File: src/rtl/ram_access_ctrl_if.sv
// Client-side request and response channels of ram_access_ctrl.
// The master modport is the client; the slave modport is the controller.
interface ram_access_ctrl_if #(
  parameter int unsigned ADDR_WIDTH = 4,
  parameter int unsigned DATA_WIDTH = 8,
  parameter int unsigned LEN_WIDTH  = 4
);
  logic                  req_valid;
  logic                  req_ready;
  logic                  req_we;
  logic [ADDR_WIDTH-1:0] req_addr;
  logic [DATA_WIDTH-1:0] req_wdata;
  logic [LEN_WIDTH-1:0]  req_len;
  logic                  rsp_valid;
  logic                  rsp_ready;
  logic [DATA_WIDTH-1:0] rsp_data;
  logic                  rsp_last;

  modport master (
    output req_valid, req_we, req_addr, req_wdata, req_len, rsp_ready,
    input  req_ready, rsp_valid, rsp_data, rsp_last
  );

  modport slave (
    input  req_valid, req_we, req_addr, req_wdata, req_len, rsp_ready,
    output req_ready, rsp_valid, rsp_data, rsp_last
  );
endinterface

File: src/rtl/ram_access_ctrl.sv
// Burst initiator for a single-port synchronous RAM: fill bursts, and read bursts
// that absorb the 1-cycle RAM read latency and honour response back-pressure.
module ram_access_ctrl #(
  parameter int unsigned ADDR_WIDTH = 4,
  parameter int unsigned DATA_WIDTH = 8,
  parameter int unsigned LEN_WIDTH  = 4
) (
  input  logic                  clk,
  input  logic                  rst_n,
  ram_access_ctrl_if.slave      bus,
  output logic                  busy,
  output logic                  ram_we,
  output logic [ADDR_WIDTH-1:0] ram_addr,
  output logic [DATA_WIDTH-1:0] ram_din,
  input  logic [DATA_WIDTH-1:0] ram_dout
);
  localparam int unsigned CNT_WIDTH = LEN_WIDTH + 1;

  typedef enum logic [2:0] {
    IDLE,
    WR,
    RD_ISSUE,
    RD_CAPT,
    RD_RESP
  } state_e;

  state_e                state_q, state_d;
  logic [ADDR_WIDTH-1:0] cur_q, cur_d;
  logic [DATA_WIDTH-1:0] wdata_q, wdata_d;
  logic [DATA_WIDTH-1:0] rdata_q, rdata_d;
  // Beats still to transfer, including the current one.
  logic [CNT_WIDTH-1:0]  beats_q, beats_d;
  logic                  last_beat;

  assign last_beat = (beats_q == CNT_WIDTH'(1));

  always_ff @(posedge clk) begin
    if (!rst_n) begin
      state_q <= IDLE;
      cur_q   <= '0;
      wdata_q <= '0;
      rdata_q <= '0;
      beats_q <= '0;
    end else begin
      state_q <= state_d;
      cur_q   <= cur_d;
      wdata_q <= wdata_d;
      rdata_q <= rdata_d;
      beats_q <= beats_d;
    end
  end

  always_comb begin
    state_d       = state_q;
    cur_d         = cur_q;
    wdata_d       = wdata_q;
    rdata_d       = rdata_q;
    beats_d       = beats_q;
    bus.req_ready = 1'b0;
    bus.rsp_valid = 1'b0;
    bus.rsp_last  = 1'b0;
    bus.rsp_data  = rdata_q;
    busy          = 1'b1;
    ram_we        = 1'b0;
    ram_addr      = cur_q;
    ram_din       = wdata_q;

    unique case (state_q)
      IDLE: begin
        bus.req_ready = 1'b1;
        busy          = 1'b0;
        if (bus.req_valid) begin
          cur_d   = bus.req_addr;
          wdata_d = bus.req_wdata;
          beats_d = CNT_WIDTH'(bus.req_len) + CNT_WIDTH'(1);
          state_d = bus.req_we ? WR : RD_ISSUE;
        end
      end
      WR: begin
        // Gated by rst_n so a reset edge landing mid-fill never commits that beat.
        ram_we = rst_n;
        if (last_beat) begin
          state_d = IDLE;
        end else begin
          cur_d   = cur_q + 1'b1;
          beats_d = beats_q - 1'b1;
        end
      end
      RD_ISSUE: begin
        state_d = RD_CAPT;
      end
      RD_CAPT: begin
        rdata_d = ram_dout;
        state_d = RD_RESP;
      end
      RD_RESP: begin
        bus.rsp_valid = 1'b1;
        bus.rsp_last  = last_beat;
        if (bus.rsp_ready) begin
          if (last_beat) begin
            state_d = IDLE;
          end else begin
            cur_d   = cur_q + 1'b1;
            beats_d = beats_q - 1'b1;
            state_d = RD_ISSUE;
          end
        end
      end
      default: begin
        state_d = IDLE;
      end
    endcase
  end

`ifndef SYNTHESIS
  a_rsp_hold: assert property (@(posedge clk)
    (rst_n && bus.rsp_valid && !bus.rsp_ready) |=>
      (bus.rsp_valid && $stable(bus.rsp_data) && $stable(bus.rsp_last)));

  a_beats_live: assert property (@(posedge clk)
    (state_q != IDLE) |-> (beats_q != '0));
`endif
endmodule

File: src/flat_wrapper.sv
// flat-port wrapper written by rule: the top's interface ports become plain ports
module ram_access_ctrl_flat 
#(
  parameter int unsigned ADDR_WIDTH = 4,
  parameter int unsigned DATA_WIDTH = 8,
  parameter int unsigned LEN_WIDTH  = 4
)
  (clk, rst_n, busy, ram_we, ram_addr, ram_din, ram_dout, bus_req_valid, bus_req_we, bus_req_addr, bus_req_wdata, bus_req_len, bus_rsp_ready, bus_req_ready, bus_rsp_valid, bus_rsp_data, bus_rsp_last);
  ram_access_ctrl_if #(.ADDR_WIDTH(ADDR_WIDTH), .DATA_WIDTH(DATA_WIDTH), .LEN_WIDTH(LEN_WIDTH)) bus_i ();
  input  logic clk;
  input  logic rst_n;
  output logic busy;
  output logic ram_we;
  output logic [ADDR_WIDTH-1:0] ram_addr;
  output logic [DATA_WIDTH-1:0] ram_din;
  input  logic [DATA_WIDTH-1:0] ram_dout;
  input wire logic [$bits(bus_i.req_valid)-1:0] bus_req_valid;
  input wire logic [$bits(bus_i.req_we)-1:0] bus_req_we;
  input wire logic [$bits(bus_i.req_addr)-1:0] bus_req_addr;
  input wire logic [$bits(bus_i.req_wdata)-1:0] bus_req_wdata;
  input wire logic [$bits(bus_i.req_len)-1:0] bus_req_len;
  input wire logic [$bits(bus_i.rsp_ready)-1:0] bus_rsp_ready;
  output wire logic [$bits(bus_i.req_ready)-1:0] bus_req_ready;
  output wire logic [$bits(bus_i.rsp_valid)-1:0] bus_rsp_valid;
  output wire logic [$bits(bus_i.rsp_data)-1:0] bus_rsp_data;
  output wire logic [$bits(bus_i.rsp_last)-1:0] bus_rsp_last;
  assign bus_i.req_valid = bus_req_valid;
  assign bus_i.req_we = bus_req_we;
  assign bus_i.req_addr = bus_req_addr;
  assign bus_i.req_wdata = bus_req_wdata;
  assign bus_i.req_len = bus_req_len;
  assign bus_i.rsp_ready = bus_rsp_ready;
  assign bus_req_ready = bus_i.req_ready;
  assign bus_rsp_valid = bus_i.rsp_valid;
  assign bus_rsp_data = bus_i.rsp_data;
  assign bus_rsp_last = bus_i.rsp_last;
  ram_access_ctrl #(.ADDR_WIDTH(ADDR_WIDTH), .DATA_WIDTH(DATA_WIDTH), .LEN_WIDTH(LEN_WIDTH)) u_core (.clk(clk), .rst_n(rst_n), .bus(bus_i), .busy(busy), .ram_we(ram_we), .ram_addr(ram_addr), .ram_din(ram_din), .ram_dout(ram_dout));
endmodule
File: config.mk
export PLATFORM = sky130hd
export DESIGN_NAME = ram_access_ctrl_flat
export DESIGN_NICKNAME = d
export VERILOG_FILES = /design/src/rtl/ram_access_ctrl_if.sv /design/src/rtl/ram_access_ctrl.sv /design/src/flat_wrapper.sv
export SDC_FILE = /design/constraint.sdc
export NUM_CORES = 1
export LEC_CHECK = 0
export CAP_MARGIN = 10
export CORE_ASPECT_RATIO = 0.7
export CORE_MARGIN = 3
export CORE_UTILIZATION = 35
export CTS_CLUSTER_SIZE = 28
export DETAILED_ROUTE_END_ITERATION = 8
export HOLD_SLACK_MARGIN = 0.12
export PLACE_DENSITY = 0.77
export SYNTH_ARGS = -nofsm -noshare
export SYNTH_HDL_FRONTEND = slang
export SYNTH_SLANG_ARGS = --single-unit
File: constraint.sdc
create_clock -name clk -period 1.95 [get_ports clk]
set_input_delay 0.585 -clock clk [delete_from_list [all_inputs] [get_ports clk]]
set_output_delay 0.585 -clock clk [all_outputs]
set_load 0.1 [all_outputs]
After elaboration in Yosys (flattened, before gate mapping)
Cells that the tools add are included.

word-level totals
  bits of input ports = 29
  memories = 0
  word-level logic and storage cells = 40
  RAM bits = 0
  bits in latches = 0
  ROM bits = 0
  register bits after elaboration = 28

operators by class
  equality and inequality tests = 8
  divide/modulo/power cells = 0
  shift-type cells = 0
  reduce and logical (&&, ||, !) cells = 5
  add/sub/neg operators = 3
  multipliers = 0
  muxes and demuxes = 19
  $lt $le $gt $ge = 0
  bitwise gates (word level) = 0

operators with widths
  cell                                                                 count
  5-bit 2-to-1 mux                                                     3
  3-bit one-hot mux with 5 select lines                                1
  5-bit one-hot mux with 3 select lines                                1
  4-bit 2-to-1 mux                                                     3
  4-bit one-hot mux with 3 select lines                                1
  3-bit 2-to-1 mux                                                     3
  3-bit by 2-bit == test with 1-bit output (second input constant)     2
  3-bit AND reduction                                                  2
  4-bit by 1-bit adder with 5-bit output (second input constant)       1
  5-bit by 1-bit == test with 1-bit output (second input constant)     1
  1-bit 2-to-1 mux                                                     5
  5-bit by 1-bit subtractor with 5-bit output (second input constant)  1
  4-bit by 1-bit adder with 4-bit output (second input constant)       1
  2-bit 2-to-1 mux                                                     2
  2-bit != test (second input constant)                                2
  3-bit by 1-bit == test with 1-bit output (second input constant)     1
  3-bit == test (second input constant)                                1
  3-bit zero test                                                      1
  3-bit nonzero test                                                   1
  2-bit by 1-bit != test with 1-bit output (second input constant)     1
  2-bit AND reduction                                                  1

Logic depth before layout (Yosys ltp)
  depth after elaboration = 4
  mapped depth = 6
  gate-level depth less buffers = 6

Least setup slack after synthesis
Ideal clock, no wire load.

  path kind = input to output
  start point = input rst_n
  end point = output ram_we
  slack = -1.908 ns
  arrival time = 3.273 ns
  required time = 1.365 ns
  path buffers = 2
  stages on the path = 4
  cell sequence = clkbuf_1 inv_1 clkbuf_1 nor3_1

between the ends
  word-level cells in the longest chain between the ends = 1

RTL lines
  what                RTL line               RTL
  start: declaration  flat_wrapper.sv:11     input logic rst_n;
  1-bit 2-to-1 mux    ram_access_ctrl.sv:68  unique case (state_q)
  end: declaration    flat_wrapper.sv:13     output logic ram_we;

No other way between the ends.

Worst setup path in the final report
  start point = register u_core.beats_q[1]
  end point = output bus_rsp_last

between the ends
  word-level cells in the longest chain between the ends = 2

RTL lines
  what                                      RTL line               RTL
  start: declaration                        ram_access_ctrl.sv:32  logic [CNT_WIDTH-1:0] beats_q, beats_d;
  start signal: assignment                  ram_access_ctrl.sv:49  beats_q <= beats_d;
  5-bit by 1-bit == test with 1-bit output  ram_access_ctrl.sv:35  assign last_beat = (beats_q == CNT_WIDTH'(1));
  1-bit 2-to-1 mux                          ram_access_ctrl.sv:68
  end: declaration                          flat_wrapper.sv:26     output wire logic [$bits(bus_i.rsp_last)-1:0] bus_rsp_last;

No other way between the ends.

==> impl_metrics.tcl <==
set metrics [dict create \
    status "finished, violations left" \
    violations "setup timing" \
    start_util 0.375 \
    num_vias 1417 \
    async_flop_share 0 \
    grt_max_degree 24 \
    antenna_found_initial 0 \
    avgSynthCellArea_um2 9.19 \
    grtUsageMet2 0.237 \
    portBuffers 53 \
    finalWorstSetupSlack_ns -0.0826 \
    cp_max_fo 2 \
    crit_required_ns 1.36 \
    busiest_layer "met2" \
    clk_pin_slew_ns 0.10 \
    cts.sinks 28 \
    insertion_delay_ns 0.27 \
    yosysMostFrequentCell "dfxtp_1" \
    synthTopCellsByArea "dfxtp_1, mux2i_1, nand2_1" \
    drc 0 \
    die_height_um 60.9 \
    arrival_ns 1.45 \
    place_hpwl_um 3030 \
    timing.fmax_mhz 492 \
    regArea_um2 571 \
    hold_path_class "register to register" \
    grt_setup_unrepaired "true" \
    core_area_um2 4020 \
    pin_count 54 \
    wl_um 3980 \
    ys_types 46 \
    critical_path_class "register to primary output" \
    synth_nets 197 \
    htree_levels 1 \
    fill_cells 338 \
    synth_edf_count 0 \
    synth_top_family_by_area "simple AND/OR/NAND/NOR gates" \
    slew_viol_final 0 \
    viasPerCell 5.15 \
    skew_ns 0.00156 \
    globalplace.congestion 0.810 \
    hold_viol 0 \
    synth_top_cell_area_share 0.372 \
    drt_pre_antenna_iters 4 \
    dieArea_um2 5140 \
    dpl.cell_count 268 \
    synthToLayoutAreaGrowth_pct 64.8 \
    fin_area_um2 2480 \
    maxSlewHeadroom 0.595 \
    period_share 1.04 \
    end_kind "primary output" \
    synth_top_area_cell "dfxtp_1" \
    min_period_ns 2.03 \
    synthAdderAreaFrac 0.0332 \
    netlist_instances 164 \
    setup-violations-final 1 \
    n_antenna_cell 0 \
    synth_simple_gate_area_frac 0.226 \
    power.density_nw_per_um2 805 \
    cts_tree "built" \
    use_met1 0.214 \
    multi_input_area_um2 880 \
    synth_xor_area_frac 0.0224 \
    placed_cell_area_um2 2380 \
    holdBufCountCts 0 \
    drtIter0Drc 75 \
    grt.total_usage 0.147 \
    drive_above_1_share 0.300 \
    worst_pin_slew_ns 0.605 \
    cts-root-buf "clkbuf_8" \
    yosys_warnings 0 \
    finalNonFillerCells 275 \
    rows 19 \
    wl_per_cell_um 14.5 \
    synthTopCellsByCount "dfxtp_1, nand2_1, nor2_1" \
    synth-seq-cells 28 \
    overflow 0 \
    fp.dieW_um 84.4 \
    grt_pass1_vias 1251 \
    synthFlopType "dfxtp_1" \
    numCtsBuffers 3 \
    nets 257 \
    power_mw 2.00 \
    synth_mux_area_frac 0.0664 \
    final_antenna_net_count 0 \
    total_leakage_power_nw 1.01 \
    tns_ns -0.0826 \
    drv_cap 0 \
    dpl_worst_slack_ns -0.243 \
    cts_buffer_depth 2 \
    seq_area_frac_synth 0.372 \
    met3_usage 0.0393 \
    synth_area_um2 1510 \
    cp-start-kind "register" \
    ir_drop_v 0.000611 \
    synth_compound_area_frac 0.213 \
    grt_pass1_wl_um 6050 \
]
-- sequential cells by signal, indices dropped and copies added, names as in the netlist --
signal / flops
u_core.state_q: 3
u_core.bus.rsp_data: 8
u_core.ram_addr: 4
u_core.ram_din: 8
u_core.beats_q: 5
-- cells in the final DEF (no fill, tap or decap), types with 4 or more instances in the layout --
cell type        netlist  routed
a21oi_1               11      11
buf_12                 0      25
buf_4                  0      14
clkbuf_8               0       4
clkdlybuf4s50_1        0      27
dfxtp_1               28      24
mux2i_1               10      10
nand2_1               24      24
nor2_1                13      13
nor3_1                 5       4
o21ai_0                4       4
-- worst paths after layout --
check / start / end / slack [ns] / cells after the start
setup / recovery: u_core.beats_q[1] / bus_rsp_last / -0.08 / 5
hold / removal: u_core.ram_din[3] / u_core.ram_din[3] / 0.50 / 2
setup reg to reg: u_core.beats_q[1] / u_core.beats_q[0] / 0.28 / 7
hold reg to reg: u_core.ram_din[3] / u_core.ram_din[3] / 0.50 / 2
-- critical path: stages (launching register included) --
cell and delay [ns]:
dfxtp_2 0.34, inv_2 0.07, ha_4 0.12, nor4b_4 0.23, and3_4 0.24, buf_12 0.17
-- kinds of logic after synthesis --
logic type               after synthesis
AND/OR/NAND/NOR                       63
AO/OA/AOI/OAI                         39
flip-flops                            28
buffers and inverters                 17
multiplexers                          10
adder cells (fa/ha/maj)                4
XOR/XNOR                               3
-- stage by stage --
| stage | util | hold slack (ns) |
|---|---|---|
| final | 0.618 | 0.498 |
| after floorplan | - | 0.490 |
| after global routing | 0.618 | 0.518 |
| after global placement | 0.593 | 0.481 |
| after detailed placement | 0.593 | 0.486 |
| after CTS | 0.615 | 0.500 |
-- where the power goes --
part	leakage [nW]	internal, mW	switching [mW]	total, mW
clock network	0.0288	0.181	0.179	0.359
registers	0.231	0.625	0.0711	0.696
logic	0.749	0.392	0.550	0.942
total	1.01	1.20	0.799	2.00
-- layer usage --
metal,share of wire,vias up
met5,0,-
met4,0.0028,0
met3,0.068,2
met2,0.44,53
met1,0.49,658
li1,-,704
-- final cells by class --
cell class / instances / share of cell area
clock buffer: 4 / 0.0222
multi-input combinational: 119 / 0.354
inverter: 5 / 0.0111
tap: 52 / 0.0262
sequential: 28 / 0.230
timing repair buffer: 67 / 0.356
-- timing repair --
item / 4_1_cts / 5_1_grt
pin swaps: 1 / 1
hold endpoints to repair: 0 / 0
endpoints found under the setup margin: 4 / 2
setup buffers: 2 / 1
resized for setup: 8 / 2
(Power assumes the default switching activity.)
